`src/rtl/clk_divider_pkg.sv`:
```
// clk_divider shared types, constants and phase-length helpers.
// Imported by clk_divider and clk_divider_mux.
package clk_divider_pkg;

  localparam int unsigned RATIO_WD_DEF = 3;

  // Ratios below this value select bypass
  localparam int unsigned BYPASS_THR = 2;

  // LOW phase gets the extra cycle for odd ratios
  function automatic int unsigned low_len(
    input int unsigned n
  );
    return (n + 1) >> 1;
  endfunction

  function automatic int unsigned high_len(
    input int unsigned n
  );
    return n >> 1;
  endfunction

endpackage

```
`src/rtl/clk_divider_mux.sv`:
```
// clk_divider output clock select: divided clock or reference clock.
// Kept separate so it can be replaced by a library clock-mux cell.
module clk_divider_mux
  import clk_divider_pkg::*;
(
  input  logic i_ref_clk,
  input  logic i_div_clk,
  input  logic i_sel_div,
  output logic o_clk
);

  // Plain combinational select, not glitch-free
  always_comb begin
    o_clk = i_sel_div ? i_div_clk : i_ref_clk;
  end

endmodule

```
`src/rtl/clk_divider.sv`:
```
// clk_divider: integer divider with reference-clock bypass.
// Optional macro CLKDIV_RATIO_SYNC_EN: ratio applied per full period.
module clk_divider
  import clk_divider_pkg::*;
#(
  parameter int unsigned RATIO_WD = RATIO_WD_DEF
) (
  input  logic                i_ref_clk,
  input  logic                i_rst,
  input  logic                i_clk_en,
  input  logic [RATIO_WD-1:0] i_div_ratio,
  output logic                o_div_clk
);

  localparam int unsigned CNT_WD =
    (RATIO_WD > 2) ? RATIO_WD - 1 : 1;

  logic [RATIO_WD-1:0] ratio_eff;
  logic                active;
  logic                tog;
  int unsigned         phase_len;
  logic [CNT_WD-1:0]   cnt_d;
  logic [CNT_WD-1:0]   cnt_q;
  logic                div_d;
  logic                div_q;

`ifdef CLKDIV_RATIO_SYNC_EN
  logic [RATIO_WD-1:0] shd_d;
  logic [RATIO_WD-1:0] shd_q;
  logic                rld_d;
  logic                rld_q;
  logic                trk;

  // Shadow follows the input after reset, in bypass, or at period end
  always_comb begin
    trk = rld_q | ~i_clk_en
        | (32'(shd_q) < BYPASS_THR);
    ratio_eff = trk ? i_div_ratio : shd_q;
    shd_d = shd_q;
    rld_d = 1'b0;
    if (trk || (active && tog && div_q)) begin
      shd_d = i_div_ratio;
    end
  end

  // Shadow ratio and reload-after-reset flag
  always_ff @(posedge i_ref_clk or posedge i_rst) begin
    if (i_rst) begin
      shd_q <= '0;
      rld_q <= 1'b1;
    end else begin
      shd_q <= shd_d;
      rld_q <= rld_d;
    end
  end
`else
  // Ratio input is used directly every cycle
  always_comb begin
    ratio_eff = i_div_ratio;
  end
`endif

  // Mode select and end-of-phase detect
  always_comb begin
    active = i_clk_en
           && (32'(ratio_eff) >= BYPASS_THR);
    phase_len = div_q ? high_len(32'(ratio_eff))
                      : low_len(32'(ratio_eff));
    tog = (32'(cnt_q) + 32'd1) >= phase_len;
  end

  // Count within a phase, toggle at its end, hold at 0 in bypass
  always_comb begin
    cnt_d = cnt_q;
    div_d = div_q;
    if (!active) begin
      cnt_d = '0;
      div_d = 1'b0;
    end else if (tog) begin
      cnt_d = '0;
      div_d = ~div_q;
    end else begin
      cnt_d = cnt_q + CNT_WD'(1);
    end
  end

  // Phase counter and divided clock
  always_ff @(posedge i_ref_clk or posedge i_rst) begin
    if (i_rst) begin
      cnt_q <= '0;
      div_q <= 1'b0;
    end else begin
      cnt_q <= cnt_d;
      div_q <= div_d;
    end
  end

  clk_divider_mux u_mux (
    .i_ref_clk (i_ref_clk),
    .i_div_clk (div_q),
    .i_sel_div (active),
    .o_clk     (o_div_clk)
  );

endmodule

```
`config.mk`:
```
export PLATFORM = sky130hd
export DESIGN_NAME = clk_divider
export DESIGN_NICKNAME = d
export VERILOG_FILES = /design/src/rtl/clk_divider_pkg.sv /design/src/rtl/clk_divider_mux.sv /design/src/rtl/clk_divider.sv
export SDC_FILE = /design/constraint.sdc
export NUM_CORES = 1
export LEC_CHECK = 0
export CAP_MARGIN = 20
export CORE_AREA = 3 3 40 42
export CTS_CLUSTER_SIZE = 30
export DETAILED_ROUTE_END_ITERATION = 6
export DIE_AREA = 0 0 43 45
export GPL_ROUTABILITY_DRIVEN = 0
export GPL_TIMING_DRIVEN = 0
export PLACE_DENSITY_LB_ADDON = 0.25
export SYNTH_ARGS = -nofsm -noshare
export SYNTH_HDL_FRONTEND = slang
export SYNTH_HIERARCHICAL = 1
export SYNTH_SLANG_ARGS = --single-unit
```
`constraint.sdc`:
```
create_clock -name i_ref_clk -period 3.32 [get_ports i_ref_clk]
set_clock_uncertainty 0.05 [all_clocks]
set_input_delay 0.498 -clock i_ref_clk [delete_from_list [all_inputs] [get_ports i_ref_clk]]
set_output_delay 0.498 -clock i_ref_clk [all_outputs]
set_load 0.02 [all_outputs]
```
# --- Word level (Yosys, flattened, before mapping) ---
# Index checks and enable logic that the tools add are counted.
# W data, S select, Z words.
classes:
  addsub: 3
  n_lt_le_gt_ge: 2
  eq_ne: 1
  mux: 6
  bitwise_logic: 1
  n_reduce_logical: 1
ops:
  columns: ["op", "count"]
  rows:
  - ["$add A3 B1 Y4 const B", 1]
  - ["$mux W2", 2]
  - ["$add A2 B1 Y3 const B", 1]
  - ["$ge A3 B2 Y1 const B", 1]
  - ["$ge A3 B3 Y1", 1]
  - ["$mux W1", 3]
  - ["$mux W3", 1]
  - ["$add A2 B1 Y2 const B", 1]
  - ["$ne A2 B2 Y1 const B", 1]
  - ["$logic_and A1 B1 Y1", 1]
  - ["$not A1 Y1", 1]
totals:
  register_bits: 3
  inputBits: 6
  out_inout_bits: 1
  wordCells: 16

# --- Depth between registers and ports, before layout ---
logic_depth:
  ltp_word: 5
  ltp_mapped: 7

# --- By module ---
# Netlist, hierarchy kept.
modules_own_cells:
  columns: ["mod", "instances", "cells_per_inst", "area_each_um2", "seq_area_each_um2"]
  rows:
  - ["clk_divider", 1, 26, 272.8, 75.1]
  - ["clk_divider_mux", 1, 1, 15.0, 0.0]

==> reports/qor.csv <==
metric,value,unit
Mapped Cells,27,
width of the die,43,um
CP arrival,2.67,ns
vias per cell,4.38,
crit path cell chain,clkbuf_4 > clkbuf_4 > mux2_4 > clkdlybuf4s50_1,
worst setup margin,0.0979,ns
CTS tree,done,
Hold Fails Final Rpt,0,
Final Power,313,uW
via count,241,
Setup Buffers After CTS,0,
core area,0.00128,mm^2
antenna diode count,0,
clock transition at the registers of the reported paths,0.03,ns
most used cell along the critical path,clkbuf_4,
Syn Nets,39,
worst hold slack,0.273,ns
placed wire-length estimate,424,um
"Distinct cells, synth",17,
cts hold-fix bufs,0,
required time worst endpoint,2.77,ns
footprint of the multi-input gates,201,um^2
r2r worst-path depth,5,
initial antenna violation count,0,
DP Worst Slack,0.209,ns
pwr/cell area,754,mW/mm^2
CP Capture Type,output port,
part of the Yosys area used for sequential elements,0.261,
Critical Path Fanout Max,2,
Inst Count DP,48,
leakage,0.218,nW
CP max stage delay,0.53,ns
Finished Core Util,0.323,
Die Area,0.00194,mm^2
Reg area,75.1,um^2
peak supply drop,0.000190,V
Worst Hold Class,in2async,
RSZ-0062 raised after global routing,false,
Synth top cells by count,"6 x ha_1, 3 x dfrtp_1, 3 x inv_1",
row count,13,
"Cell Area, Synth",288,um^2
DRT Pass-1 Iters,1,
largest area contributor in the netlist,dfrtp_1,
Post-Route Setup TNS,0,ns
number of global-route vias before repair,247,
"Slowest-stage cell, CP",clkdlybuf4s50_1,
synth top area cells,"dfrtp_1 26%, ha_1 26%, mux2i_1 7.0%, mux2_4 5.2%, inv_1 3.9%",
Final nets,53,
Post-route DRC,0,
Detail Route Antenna Nets,0,
final wirelength,517,um
initial drt markers,0,
WS Path Type,clk2out,
Post-synth EDFFs,0,
Die Y,45,um
area fraction of the dominant cell type after synthesis,0.261,
Layout fillers,133,
Initial Utilization,0.224,
GR Util All Layers,0.0683,
fin. max-slew vios,0,
most numerous cell in the Yosys netlist,ha_1,
final setup violation count,0,
share of cells above drive strength 1,0.225,
Port Buffers,6,
syn avg cell area,10.7,um^2
IO Pins,7,
Layout area overhead,44.3,%
Worst Tran Pin Value,0.255,ns
max-cap violation count,0,
synthesis-stage register bit count,3,
R2R Setup Slk,1.60,ns
design area,415,um^2
synth warn,6,
most used flip-flop cell after synthesis,dfrtp_1,
startpoint types,clock port,
GRT overflow,0,
first-pass GRT wire length,779,um
CTS resizes,0,
fin cells,55,
Slew HR,0.829,
Post-synth ARST share,1.00,
Routed WL per cell,9.40,um
clk_lat worst skew,0.35,ns
placed cell area,367,um^2
outcome,finished clean,
largest net degree at the start of global routing,7,
-- cells by family after synthesis --
logic type                 count (synthesis)  share of synthesized area
and+or+nand+nor                            9                      0.239
adders and majority gates                  6                      0.261
buffers and inverters                      3                     0.0391
muxes                                      3                      0.122
DFF                                        3                      0.261
AOI/OAI and AO/OA                          2                     0.0478
xor gates and xnor gates                   1                     0.0304
-- critical path, delay by kind of cell --
kind | cells | cell delay, ns
buffers and inverters | 3 | 0.76
muxes | 1 | 0.25
-- state kept, by name, indices dropped and copies added, names as in the netlist --
| name | count |
|---|---|
| cnt_q | 2 |
| div_q | 1 |
-- path summary, 6_finish.rpt --
path,startpoint,end
max reg2reg,div_q$_DFFE_PP0P_,div_q$_DFFE_PP0P_
max,i_ref_clk,o_div_clk
max in group asynchronous,i_rst,cnt_q[1]$_DFF_PP0_
min,i_rst,div_q$_DFFE_PP0P_
min reg2reg,cnt_q[0]$_DFF_PP0_,cnt_q[0]$_DFF_PP0_
min in group i_ref_clk,cnt_q[0]$_DFF_PP0_,cnt_q[0]$_DFF_PP0_
-- cell usage in the layout (no fill, tap or decap) --
cell type | synthesis | final
and2_4 | 1 | 1
ha_1 | 6 | 6
nor2b_1 | 1 | 1
and3_1 | 1 | 1
clkdlybuf4s50_1 | 0 | 6
or3_4 | 1 | 1
clkbuf_4 | 0 | 6
a31oi_1 | 1 | 1
xnor2_1 | 1 | 1
clkbuf_1 | 0 | 1
mux2_4 | 1 | 1
nand3_1 | 1 | 1
and3b_1 | 1 | 1
mux2i_1 | 2 | 2
inv_1 | 3 | 3
nand3b_1 | 1 | 1
nand4b_1 | 1 | 1
a21o_1 | 1 | 1
dfrtp_1 | 3 | 3
nand2b_1 | 1 | 1
-- final cells by class --
type,instances,area share
well taps,15,0.0452
inverters,3,0.0271
repair buffers,5,0.120
clock buffers,8,0.142
flip-flops and latches,3,0.181
multi-input cells,21,0.485
-- report_power, final --
part / total, mW / leakage [nW] / switching, mW / internal, mW
clock network: 0.160 / 0.0406 / 0.0471 / 0.113
registers: 0.0646 / 0.0402 / 0.0143 / 0.0504
logic: 0.0887 / 0.137 / 0.0371 / 0.0516
-- per-layer routing --
metal / up-vias / share of wire / GRT usage
li1: 121 / - / -
met1: 105 / 0.40 / 0.0483
met2: 11 / 0.50 / 0.0898
met3: 4 / 0.044 / 0.0279
met4: 0 / 0.054 / 0.151
met5: - / 0 / 0
Note: power is estimated with default switching activity, not from simulation.
